===== src/rtl/pcie_ipcfg_seq.sv =====
// Applies a table of {core, offset, data} register writes to PCIE_CORE LMMI targets,
// optionally reading each one back and comparing, with per-phase timeout and error capture.
module pcie_ipcfg_seq #(
  parameter int unsigned NUM_CORES = 1,
  parameter int unsigned DEPTH     = 32,
  parameter int unsigned OFFSET_W  = 9,
  parameter int unsigned DATA_W    = 8,
  parameter bit          VERIFY    = 1'b1,
  parameter int unsigned TIMEOUT   = 255,
  localparam int unsigned CORE_W   = (NUM_CORES > 1) ? $clog2(NUM_CORES) : 1,
  localparam int unsigned IDX_W    = $clog2(DEPTH),
  localparam int unsigned ENTRY_W  = CORE_W + OFFSET_W + DATA_W
) (
  input  logic                          lmmi_clk,
  input  logic                          lmmi_resetn,
  input  logic                          cfg_wr_en,
  input  logic [IDX_W-1:0]              cfg_wr_addr,
  input  logic [ENTRY_W-1:0]            cfg_wr_data,
  input  logic                          start,
  input  logic [IDX_W:0]                count,
  output logic                          busy,
  output logic                          done,
  output logic                          err,
  output logic [IDX_W-1:0]              err_idx,
  output logic [1:0]                    err_code,
  output logic [NUM_CORES-1:0]          lmmi_request,
  output logic                          lmmi_wr_rdn,
  output logic [OFFSET_W-1:0]           lmmi_offset,
  output logic [DATA_W-1:0]             lmmi_wdata,
  input  logic [NUM_CORES-1:0]          lmmi_ready,
  input  logic [NUM_CORES*DATA_W-1:0]   lmmi_rdata,
  input  logic [NUM_CORES-1:0]          lmmi_rdata_valid
);

  localparam int unsigned TMO_W = $clog2(TIMEOUT + 1);
  localparam logic [TMO_W-1:0] TMO_LAST = TMO_W'(TIMEOUT - 1);

  typedef enum logic [2:0] {
    StIdle, StFetch, StWrReq, StRdReq, StRdWait, StNext, StErr
  } state_e;

  state_e               state_q, state_d;
  logic [IDX_W-1:0]     idx_q, idx_d;
  logic [IDX_W:0]       count_q, count_d;
  logic [TMO_W-1:0]     tmo_q, tmo_d;
  logic                 done_q, done_d;
  logic                 err_q, err_d;
  logic [IDX_W-1:0]     err_idx_q, err_idx_d;
  logic [1:0]           err_code_q, err_code_d;

  logic [ENTRY_W-1:0]   mem [DEPTH];
  logic [ENTRY_W-1:0]   ent_q;
  logic [CORE_W-1:0]    ent_core, core_sel;
  logic [OFFSET_W-1:0]  ent_off;
  logic [DATA_W-1:0]    ent_data, sel_rdata;
  logic [NUM_CORES-1:0] sel_oh;
  logic                 sel_ready, sel_valid;

  always_ff @(posedge lmmi_clk) begin
    if (cfg_wr_en && !busy) mem[cfg_wr_addr] <= cfg_wr_data;
  end

  // Entry is captured once in FETCH so the LMMI fields stay frozen for the whole entry.
  always_ff @(posedge lmmi_clk or negedge lmmi_resetn) begin
    if (!lmmi_resetn) begin
      ent_q <= '0;
    end else if (state_q == StFetch) begin
      ent_q <= mem[idx_q];
    end
  end

  assign ent_core = ent_q[ENTRY_W-1 -: CORE_W];
  assign ent_off  = ent_q[DATA_W +: OFFSET_W];
  assign ent_data = ent_q[DATA_W-1:0];
  assign core_sel = CORE_W'(32'(ent_core) % NUM_CORES);
  assign sel_oh   = NUM_CORES'(1) << core_sel;
  assign sel_ready = |(lmmi_ready & sel_oh);
  assign sel_valid = |(lmmi_rdata_valid & sel_oh);

  always_comb begin
    sel_rdata = '0;
    for (int i = 0; i < int'(NUM_CORES); i++) begin
      if (core_sel == CORE_W'(i)) sel_rdata = lmmi_rdata[i*DATA_W +: DATA_W];
    end
  end

  always_comb begin
    state_d    = state_q;
    idx_d      = idx_q;
    count_d    = count_q;
    tmo_d      = tmo_q;
    done_d     = 1'b0;
    err_d      = err_q;
    err_idx_d  = err_idx_q;
    err_code_d = err_code_q;
    unique case (state_q)
      StIdle: begin
        if (start) begin
          err_d      = 1'b0;
          err_idx_d  = '0;
          err_code_d = 2'b00;
          if (count == '0) begin
            done_d = 1'b1;
          end else begin
            state_d = StFetch;
            idx_d   = '0;
            count_d = count;
          end
        end
      end
      StFetch: begin
        state_d = StWrReq;
        tmo_d   = '0;
      end
      StWrReq, StRdReq: begin
        if (sel_ready) begin
          tmo_d = '0;
          if (state_q == StRdReq) state_d = StRdWait;
          else                    state_d = VERIFY ? StRdReq : StNext;
        end else if (tmo_q == TMO_LAST) begin
          state_d    = StErr;
          err_code_d = 2'b01;
        end else begin
          tmo_d = tmo_q + TMO_W'(1);
        end
      end
      StRdWait: begin
        if (sel_valid) begin
          if (sel_rdata == ent_data) begin
            state_d = StNext;
          end else begin
            state_d    = StErr;
            err_code_d = 2'b10;
          end
        end else if (tmo_q == TMO_LAST) begin
          state_d    = StErr;
          err_code_d = 2'b01;
        end else begin
          tmo_d = tmo_q + TMO_W'(1);
        end
      end
      StNext: begin
        idx_d = idx_q + IDX_W'(1);
        if ((IDX_W+1)'(idx_q) + (IDX_W+1)'(1) == count_q) begin
          state_d = StIdle;
          done_d  = 1'b1;
        end else begin
          state_d = StFetch;
        end
      end
      StErr: begin
        err_d     = 1'b1;
        err_idx_d = idx_q;
        done_d    = 1'b1;
        state_d   = StIdle;
      end
      default: state_d = StIdle;
    endcase
  end

  always_ff @(posedge lmmi_clk or negedge lmmi_resetn) begin
    if (!lmmi_resetn) begin
      state_q    <= StIdle;
      idx_q      <= '0;
      count_q    <= '0;
      tmo_q      <= '0;
      done_q     <= 1'b0;
      err_q      <= 1'b0;
      err_idx_q  <= '0;
      err_code_q <= 2'b00;
    end else begin
      state_q    <= state_d;
      idx_q      <= idx_d;
      count_q    <= count_d;
      tmo_q      <= tmo_d;
      done_q     <= done_d;
      err_q      <= err_d;
      err_idx_q  <= err_idx_d;
      err_code_q <= err_code_d;
    end
  end

  assign busy         = (state_q != StIdle);
  assign done         = done_q;
  assign err          = err_q;
  assign err_idx      = err_idx_q;
  assign err_code     = err_code_q;
  assign lmmi_request = (state_q == StWrReq || state_q == StRdReq) ? sel_oh : '0;
  assign lmmi_wr_rdn  = (state_q == StWrReq);
  assign lmmi_offset  = ent_off;
  assign lmmi_wdata   = ent_data;

endmodule

===== config.mk =====
export PLATFORM = sky130hd
export DESIGN_NAME = pcie_ipcfg_seq
export DESIGN_NICKNAME = d
export VERILOG_FILES = /design/src/rtl/pcie_ipcfg_seq.sv
export SDC_FILE = /design/constraint.sdc
export NUM_CORES = 1
export LEC_CHECK = 0
export ABC_CLOCK_PERIOD_IN_PS = 2300
export CAP_MARGIN = 20
export CORE_MARGIN = 2
export CORE_UTILIZATION = 30
export DETAILED_ROUTE_END_ITERATION = 7
export PLACE_DENSITY = 0.45
export SLEW_MARGIN = 20
export SYNTH_ARGS = -nofsm -noshare
export SYNTH_HDL_FRONTEND = slang
export SYNTH_SLANG_ARGS = --single-unit
export TNS_END_PERCENT = 10

===== constraint.sdc =====
create_clock -name lmmi_clk -period 2.3 [get_ports lmmi_clk]
set_input_delay 0.575 -clock lmmi_clk [delete_from_list [all_inputs] [get_ports lmmi_clk]]
set_output_delay 0.575 -clock lmmi_clk [all_outputs]
set_load 0.01 [all_outputs]

==> results.py, run 1 <==
metrics = {
    "outcome": {
        "status": "completed",
    },
    "critical_path": {
        "r2r-end": "ent_q[1]",
        "r2r_start": "idx_q[0]",
        "required_ps": 2780,
        "crit_path_end_kind": "flip-flop",
        "crit_chain": "buf_12 -> mux4_1 -> a22o_1 -> a221oi_2 -> o2bb2ai_1",
        "crit_fanout": 28,
        "critPathMaxStageDelay_ps": 590,
        "setup.worst_path.start": "idx_q[0]",
        "cp-endpoint": "ent_q[1]",
        "critical_path_class": "reg2reg",
        "startpoint_type": "flip-flop",
        "worstPathArrival_ps": 2730,
        "reg2reg_slack_ps": 50,
        "slowest_stage": "mux4_1",
        "rr_worst_depth": 5,
    },
    "cells_and_area": {
        "fin_util_pct": 37.8,
        "multi_input_area_mm2": 0.00578,
        "fillers": 7152,
        "drive_gt1_share_pct": 24.9,
        "layout.nets": 1576,
        "regArea_mm2": 0.0176,
        "syn_to_final_growth_pct": 24.1,
        "diodes": 0,
    },
    "power_and_ir_drop": {
        "switching_share_pct": 28.9,
        "seqPwrFrac_pct": 39.6,
        "ir_drop_mv": 0.499,
        "combPwrFrac_pct": 26.9,
        "cellLeakagePower_nw": 9.53,
        "p_clk_share_pct": 33.6,
        "power_density_mw_per_mm2": 1070,
        "p_switching_w": 0.00908,
        "intPower_w": 0.0223,
    },
    "timing": {
        "clock.fmax_mhz": 444,
        "worstMarginPinSlew_ps": 1030,
        "fin_crit_sh_pct": 97.9,
        "fin_crit_ps": 2250,
        "setup_viol": 0,
        "final.setup_skew_ps": 22.5,
        "rsz0062_at_grt": "yes",
        "maxSlewHeadroom_pct": 31.3,
        "fin_setup_tns_ps": 0,
        "hold_viol": 0,
        "drv_slew": 0,
        "hold_ws_ps": 518,
        "fin_ws_ps": 49.1,
    },
    "route": {
        "vias": 12900,
        "ant_nets": 0,
        "routed_wl_um": 62800,
        "drc": 0,
        "vias_per_cell": 4.91,
        "drtIter0Drc": 1159,
        "drtPass1Iterations": 5,
        "wl_per_cell_um": 24.0,
    },
    "synth": {
        "synthTopCellsByCount": "edfxtp_1 (544), mux2i_1 (136), nor2_1 (73)",
        "async_flop_share_pct": 8.11,
        "synth.most_common_cell": "edfxtp_1",
        "syn_inst": 1299,
        "syn_nets": 1345,
        "dominantRegCellSynth": "edfxtp_1",
        "yosys_register_bits": 592,
        "yosys.area.top_type": "edfxtp_1",
        "yosys_warnings": 0,
        "synth_top_cell_area_share_pct": 69.1,
        "synth_edf_count": 544,
        "syn_area_per_cell_um2": 18.2,
        "yosys-top-cells-area": "edfxtp_1 (69%), mux2i_1 (5.8%), mux4_2 (5.7%), dfrtp_1 (5.1%), nor2_1 (1.2%)",
        "yosys.cell_types.count": 59,
        "seq_area_frac_synth_pct": 74.1,
        "netlist_area_mm2": 0.0237,
    },
    "run": {
        "maxCapViolations": 0,
    },
    "global_routing": {
        "antenna_found_initial": 2,
        "overflow": 0,
        "grt_pass1_vias": 13300,
        "grt_max_degree": 37,
        "grtUsageTotal_pct": 15.5,
        "grt_pass1_wl_um": 91300,
    },
    "clock_tree": {
        "path_clk_slew_ps": 60,
        "cts.path.max_buffers": 3,
        "tritoncts": "done",
        "cts.sinks": 592,
        "worstSkewPairLatency_ps": 610,
        "cts_inserted_buffers": 67,
        "root_buffer": "clkbuf_16",
        "htree_levels": 3,
    },
    "placement": {
        "gp_congestion": 0.775,
        "hpwlAfterDp_um": 39600,
        "io_buffers": 70,
        "post-place-ws_ps": -82.1,
    },
    "die": {
        "rows": 102,
        "initial_utilization_pct": 30.4,
        "ios": 72,
        "fp.coreArea_mm2": 0.0777,
        "dieWidth_um": 285,
        "die-height_um": 285,
        "dieArea_mm2": 0.0811,
    },
    "hold_path": {
        "hold_path_class": "reg2reg",
    },
}
-- layout make-up --
class                           count  share of cell area (%)
Timing Repair Buffer              235                    8.57
Multi-Input combinational cell    624                    19.7
Tap cell                         1040                    4.43
Clock inverter                     40                    1.33
Sequential cell                   592                    59.8
Inverter                           10                   0.128
Clock buffer                       80                    6.06
-- what timing repair did --
item | CTS | global route
hold buffers | 1 | 0
setup buffers | 1 | 0
hold endpoints to repair | 22 | 0
resized for setup | 15 | 8
endpoints found under the setup margin | 11 | 13
-- per-layer routing --
metal  vias to the layer above  share of wire [%]  track usage, %
li1                       5765                  -               -
met1                      6702                 48            22.7
met2                       308                 44            23.5
met3                        92                4.6            2.98
met4                         0                2.6            4.67
met5                         -                  0               0
-- worst max-delay path: cells and delay by family (launching register included) --
kind | cells | cell delay [ps]
AOI/OAI and AO/OA | 3 | 760
muxes | 1 | 590
DFF | 1 | 490
buffers and inverters | 1 | 260
-- worst min path at each step --
stage                start          end  slack [ps]  cells past startpoint
3_5_place_dp    count_q[3]   count_q[3]         500                      1
6_report        count_q[3]   count_q[3]         520                      1
4_1_cts        lmmi_resetn         done         520                      2
2_1_floorplan  lmmi_resetn   count_q[0]         280                      0
5_1_grt        err_code[1]  err_code[1]         540                      1
3_3_place_gp   err_code[1]  err_code[1]         500                      1
-- cell families (layout without fill, tap and decap cells) --
logic type	count (synthesis)	in the layout	synth area share [%]
XOR/XNOR	15	15	0.555
flip-flops	592	592	74.1
AND/OR/NAND/NOR	179	179	3.49
adder cells (fa/ha/maj)	3	3	0.159
AO/OA/AOI/OAI	217	217	7.05
multiplexers	210	210	12.6
buffers and inverters	83	365	1.97
-- power by group through the flow --
stage	registers, W	clock network, W	logic, W
floorplan	0.0125	0	0.00495
global placement	0.0126	0	0.00848
detailed placement	0.0126	0	0.00851
CTS	0.0124	0.0108	0.00854
global route	0.0125	0.0112	0.00906
finish	0.0124	0.0105	0.00845
-- flip-flops by register name, indices dropped and copies added, names as in the netlist --
register and count:
mem 544, count_q 6, state_q 3, ent_q 17, done 1, err_idx 5, err_code 2, err 1
tmo_q 8, idx_q 5
-- through the flow --
step	cells	area, um2	total power, W
after floorplan	1299	23700	0.0175
after global placement	2499	27100	0.0211
after detailed placement	2499	27100	0.0212
after CTS	2621	29300	0.0318
after global routing	2621	29400	0.0328
final	2621	29400	0.0314
-- cells in the final DEF, fill, tap and decap left out, types with 12 or more instances in the layout --
| cell type | count |
|---|---|
| a22o_1 | 20 |
| o22ai_1 | 35 |
| a22oi_1 | 34 |
| buf_4 | 116 |
| clkinv_1 | 15 |
| a31oi_1 | 19 |
| nor2_2 | 34 |
| dfrtp_1 | 37 |
| mux2i_1 | 136 |
| a221oi_2 | 12 |
| clkinv_2 | 13 |
| o21ai_0 | 14 |
| a21oi_1 | 17 |
| o2bb2ai_1 | 18 |
| clkbuf_16 | 69 |
| nand2_1 | 50 |
| a221oi_1 | 23 |
| buf_12 | 47 |
| nor2_1 | 40 |
| edfxtp_1 | 544 |
| clkdlybuf4s50_1 | 63 |
| mux4_2 | 60 |
| xnor2_1 | 12 |
No activity file was read; power rests on OpenSTA's default activity.
==> inputs of run 2 (changes only) <==
--- a/config.mk
+++ b/config.mk
@@ -10,7 +10,6 @@
 export CORE_MARGIN = 2
 export CORE_UTILIZATION = 30
 export DETAILED_ROUTE_END_ITERATION = 7
-export PLACE_DENSITY = 0.45
 export SLEW_MARGIN = 20
 export SYNTH_ARGS = -nofsm -noshare
 export SYNTH_HDL_FRONTEND = slang
==> run 2 against run 1 <==
  * Wire length fell by 7.6%
  * Register-to-register slack barely moved
  * Clock skew rose by 6.1 ps
  * Sequential power barely moved
  * Largest cell class unchanged
  * Clock-buffer cell count fell by 12
==> results.py, run 2 (same netlist as run 1, synthesis figures left out) <==
metrics = {
    "die": {
        "die-height_um": 285,
        "fp.coreArea_mm2": 0.0777,
        "initial_utilization_pct": 30.4,
        "rows": 102,
        "ios": 72,
        "dieArea_mm2": 0.0811,
        "dieWidth_um": 285,
    },
    "clock_tree": {
        "path_clk_slew_ps": 60,
        "cts.sinks": 592,
        "worstSkewPairLatency_ps": 640,
        "tritoncts": "done",
        "cts_inserted_buffers": 59,
        "htree_levels": 2,
        "root_buffer": "clkbuf_16",
        "cts.path.max_buffers": 3,
    },
    "timing": {
        "hold_ws_ps": 501,
        "fin_crit_sh_pct": 98.4,
        "maxSlewHeadroom_pct": 41.2,
        "drv_slew": 0,
        "rsz0062_at_grt": "yes",
        "worstMarginPinSlew_ps": 883,
        "fin_crit_ps": 2260,
        "setup_viol": 0,
        "clock.fmax_mhz": 442,
        "hold_viol": 0,
        "final.setup_skew_ps": 28.6,
    },
    "power_and_ir_drop": {
        "ir_drop_mv": 0.599,
        "cellLeakagePower_nw": 9.42,
        "power_density_mw_per_mm2": 1060,
        "p_total_w": 0.0308,
    },
    "cells_and_area": {
        "layout_commonest_cell": "edfxtp_1",
        "fillers": 7078,
        "multi_input_area_mm2": 0.00581,
        "drive_gt1_share_pct": 23.5,
        "syn_to_final_growth_pct": 23.2,
        "top_regs": "mem (544), ent_q (17), tmo_q (8)",
        "final_cell_mix": "edfxtp_1 (544), mux2i_1 (136), buf_4 (96), clkdlybuf4s50_1 (62)",
        "largest-register": "mem",
        "stdcell_count": 2593,
        "layout.nets": 1548,
        "regArea_mm2": 0.0176,
        "largest_register_ff_count": 544,
    },
    "critical_path": {
        "crit_path_end_kind": "flip-flop",
        "worstPathArrival_ps": 2720,
        "startpoint_type": "flip-flop",
        "critical_path_class": "reg2reg",
        "crit_fanout": 6,
        "required_ps": 2760,
    },
    "route": {
        "routed_wl_um": 58000,
        "vias": 12900,
        "wl_per_cell_um": 22.4,
        "drc": 0,
        "drtPass1Iterations": 5,
        "ant_nets": 0,
        "vias_per_cell": 4.97,
        "drtIter0Drc": 1249,
    },
    "placement": {
        "hpwlAfterDp_um": 36200,
        "gp_congestion": 0.813,
        "io_buffers": 70,
        "place_inst": 2474,
    },
    "global_routing": {
        "grt_max_degree": 35,
        "grt_pass1_wl_um": 85300,
        "antenna_found_initial": 2,
        "grtUsageTotal_pct": 14.1,
        "overflow": 0,
        "grt_pass1_vias": 12900,
    },
    "run": {
        "maxCapViolations": 0,
    },
    "hold_path": {
        "hold_path_class": "in2async",
    },
    "outcome": {
        "status": "completed",
    },
}
-- run 2: layout make-up --
cell class | instances | area share [%]
antenna | 2 | 0.0172
clock buffer | 68 | 5.26
clock inverter | 42 | 1.70
inverter | 10 | 0.129
multi-input combinational | 624 | 19.9
sequential | 592 | 60.3
tap | 1040 | 4.47
timing repair buffer | 215 | 8.25
-- run 2: report_power, final --
group          switching (W)  internal (W)
Sequential          0.000311        0.0121
Combinational        0.00455       0.00389
Clock                0.00408       0.00591
-- run 2: timing repair --
item,in CTS,in global routing
setup buffers,1,5
endpoints found under the setup margin,25,88
pin swaps,2,1
resized for setup,24,10
endpoints found under the hold margin,22,0
hold buffers,1,0
-- run 2: stage by stage --
stage,area [um2],setup slack (ps),util (%),TNS (ps)
after global routing,29100,-17.8,37.5,-57.8
after detailed placement,26900,-124,34.6,-7770
after CTS,29000,-29.1,37.4,-141
after floorplan,23700,-90.0,-,-23290
final,29100,37.6,37.5,0
after global placement,26900,-108,34.6,-8470
-- run 2: final timing paths --
check | depth (start not counted) | from | slack [ps] | end
max | 7 | idx_q[0] | 40 | ent_q[14]
min | 2 | lmmi_resetn | 500 | err_idx[1]
max reg2reg | 7 | idx_q[0] | 40 | ent_q[14]
min reg2reg | 1 | err_code[1] | 520 | err_code[1]
max in group asynchronous | 3 | lmmi_resetn | 1200 | ent_q[1]
min in group lmmi_clk | 1 | err_code[1] | 520 | err_code[1]
-- run 2: critical path: stages, from the launching register on --
cell and delay [ps]:
dfrtp_4 450, buf_4 200, buf_12 140, mux4_1 530
a22o_1 300, a221oi_2 190, buf_4 190, o2bb2ai_1 90
-- run 2: metal layers --
layer	vias up	global-route usage (%)	share of wire, %
met5	-	0.523	0.12
met4	4	3.80	2.2
met3	77	2.70	7.9
met2	439	20.9	44
met1	6669	21.2	46
li1	5699	-	-
==> inputs of run 3 (changes only) <==
--- a/config.mk
+++ b/config.mk
@@ -10,6 +10,7 @@
 export CORE_MARGIN = 2
 export CORE_UTILIZATION = 30
 export DETAILED_ROUTE_END_ITERATION = 7
+export SETUP_SLACK_MARGIN = 0.4
 export SLEW_MARGIN = 20
 export SYNTH_ARGS = -nofsm -noshare
 export SYNTH_HDL_FRONTEND = slang
==> run 3 against run 2 <==
  * Clock skew shrank 11 ps
  * Sequential power barely moved
  * Combinational power grew 11%
  * Worst setup slack worse by 11 ps
  * Final area increased by 3.2%
  * Worst hold slack got worse by 20 ps
  * Largest cell class unchanged
==> results.py, run 3 (same netlist as run 1, synthesis figures left out) <==
metrics = {
    "outcome": {
        "status": "completed",
    },
    "timing": {
        "setup_viol": 0,
        "maxSlewHeadroom_pct": 49.6,
        "hold_ws_ps": 481,
        "fin_setup_tns_ps": 0,
        "hold_viol": 0,
        "clock.fmax_mhz": 440,
        "fin_crit_sh_pct": 98.9,
        "drv_slew": 0,
        "fin_crit_ps": 2270,
        "final.setup_skew_ps": 17.7,
        "worstMarginPinSlew_ps": 755,
        "rsz0062_at_grt": "yes",
    },
    "clock_tree": {
        "cts_inserted_buffers": 56,
        "cts.path.max_buffers": 3,
        "htree_levels": 2,
        "root_buffer": "clkbuf_16",
        "path_clk_slew_ps": 70,
        "tritoncts": "done",
        "worstSkewPairLatency_ps": 630,
        "cts.sinks": 592,
    },
    "global_routing": {
        "grt_pass1_wl_um": 86100,
        "antenna_found_initial": 4,
        "use_met2_pct": 23.3,
        "grt_max_degree": 35,
        "overflow": 0,
        "grt_pass1_vias": 13000,
        "top_usage_layer": "met2",
        "use_met3_pct": 3.80,
        "gr-usage-met1_pct": 19.3,
        "grtUsageTotal_pct": 14.4,
    },
    "cells_and_area": {
        "layout.nets": 1594,
        "layout_commonest_cell": "edfxtp_1",
        "final_cell_mix": "edfxtp_1 (544), mux2i_1 (123), buf_4 (94), mux4_2 (64), clkbuf_16 (61)",
        "top_regs": "mem (544), ent_q (17), tmo_q (8)",
        "largest_register_ff_count": 544,
        "fin_util_pct": 38.7,
        "drive_gt1_share_pct": 30.6,
        "largest-register": "mem",
        "syn_to_final_growth_pct": 27.1,
    },
    "placement": {
        "gp_congestion": 0.853,
        "hpwlAfterDp_um": 36300,
        "io_buffers": 70,
    },
    "die": {
        "dieWidth_um": 285,
        "initial_utilization_pct": 30.4,
        "fp.coreArea_mm2": 0.0777,
        "die-height_um": 285,
        "dieArea_mm2": 0.0811,
        "rows": 102,
        "ios": 72,
    },
    "route": {
        "drtPass1Iterations": 6,
        "wl_per_cell_um": 22.9,
        "drtIter0Drc": 1199,
        "ant_nets": 0,
        "vias": 13100,
        "vias_per_cell": 4.99,
        "routed_wl_um": 60200,
        "drc": 0,
    },
    "critical_path": {
        "critical_path_class": "reg2reg",
        "reg2reg_slack_ps": 30,
        "required_ps": 2810,
        "worstPathArrival_ps": 2780,
        "r2r_start": "idx_q[0]",
        "cp-endpoint": "ent_q[10]",
        "crit_fanout": 7,
        "startpoint_type": "flip-flop",
        "r2r-end": "ent_q[10]",
        "rr_worst_depth": 8,
        "crit_path_end_kind": "flip-flop",
        "setup.worst_path.start": "idx_q[0]",
    },
    "power_and_ir_drop": {
        "ir_drop_mv": 0.633,
        "power_density_mw_per_mm2": 1040,
        "p_total_w": 0.0311,
        "cellLeakagePower_nw": 9.78,
    },
    "hold_path": {
        "hold_path_class": "in2async",
    },
    "run": {
        "maxCapViolations": 0,
    },
}
## run 3: how the worst min path moves through the flow
stage          slack (ps)           to         from
2_1_floorplan         280   count_q[0]  lmmi_resetn
3_3_place_gp          490  err_code[1]  err_code[1]
3_5_place_dp          510   count_q[3]   count_q[3]
4_1_cts               480     tmo_q[3]  lmmi_resetn
5_1_grt               510     tmo_q[0]  lmmi_resetn
6_report              480   count_q[3]  lmmi_resetn
## run 3: through the flow
step                      cells  area, um2  setup WS, ps
after detailed placement   2471      26900          -120
after global routing       2633      30100         -38.8
after global placement     2471      26900         -79.6
after CTS                  2615      29300          29.3
after floorplan            1299      23800           202
final                      2634      30100          26.2
## run 3: final cells by class
type | instances | area [um2]
fillers | 6974 | 47700
flip-flops and latches | 592 | 17600
multi-input cells | 624 | 6240
repair buffers | 264 | 3060
clock buffers | 71 | 1480
well taps | 1040 | 1300
clock inverters | 32 | 383
inverters | 10 | 47.5
diodes | 1 | 2.50
## run 3: per-layer routing
layer  vias up  share of wire, %
met2       408                47
met3        66               8.1
met1      6860                43
li1       5806                 -
met5         -             0.076
met4         6               1.7
## run 3: report_power, final
part | switching, W | internal [W] | total, W
Clock | 0.00405 | 0.00535 | 0.00940
Combinational | 0.00482 | 0.00451 | 0.00933
Sequential | 0.000333 | 0.0121 | 0.0124
## run 3: repair_timing
| action | 4_1_cts | 5_1_grt |
|---|---|---|
| gates resized for setup | 145 | 140 |
| hold buffers | 1 | 0 |
| buffers inserted | 37 | 13 |
| pin swaps | 21 | 61 |
| cloned | 3 | 5 |
| hold endpoints to repair | 22 | 0 |
| endpoints found under the setup margin | 466 | 591 |
## run 3: worst max-delay path: stages (launching register included)
cell and delay [ps]:
dfrtp_4 550, buf_6 140, buf_12 140, buf_6 110, mux4_2 470, a22o_1 250, a221oi_2 190, buf_4 200
o2bb2ai_1 80
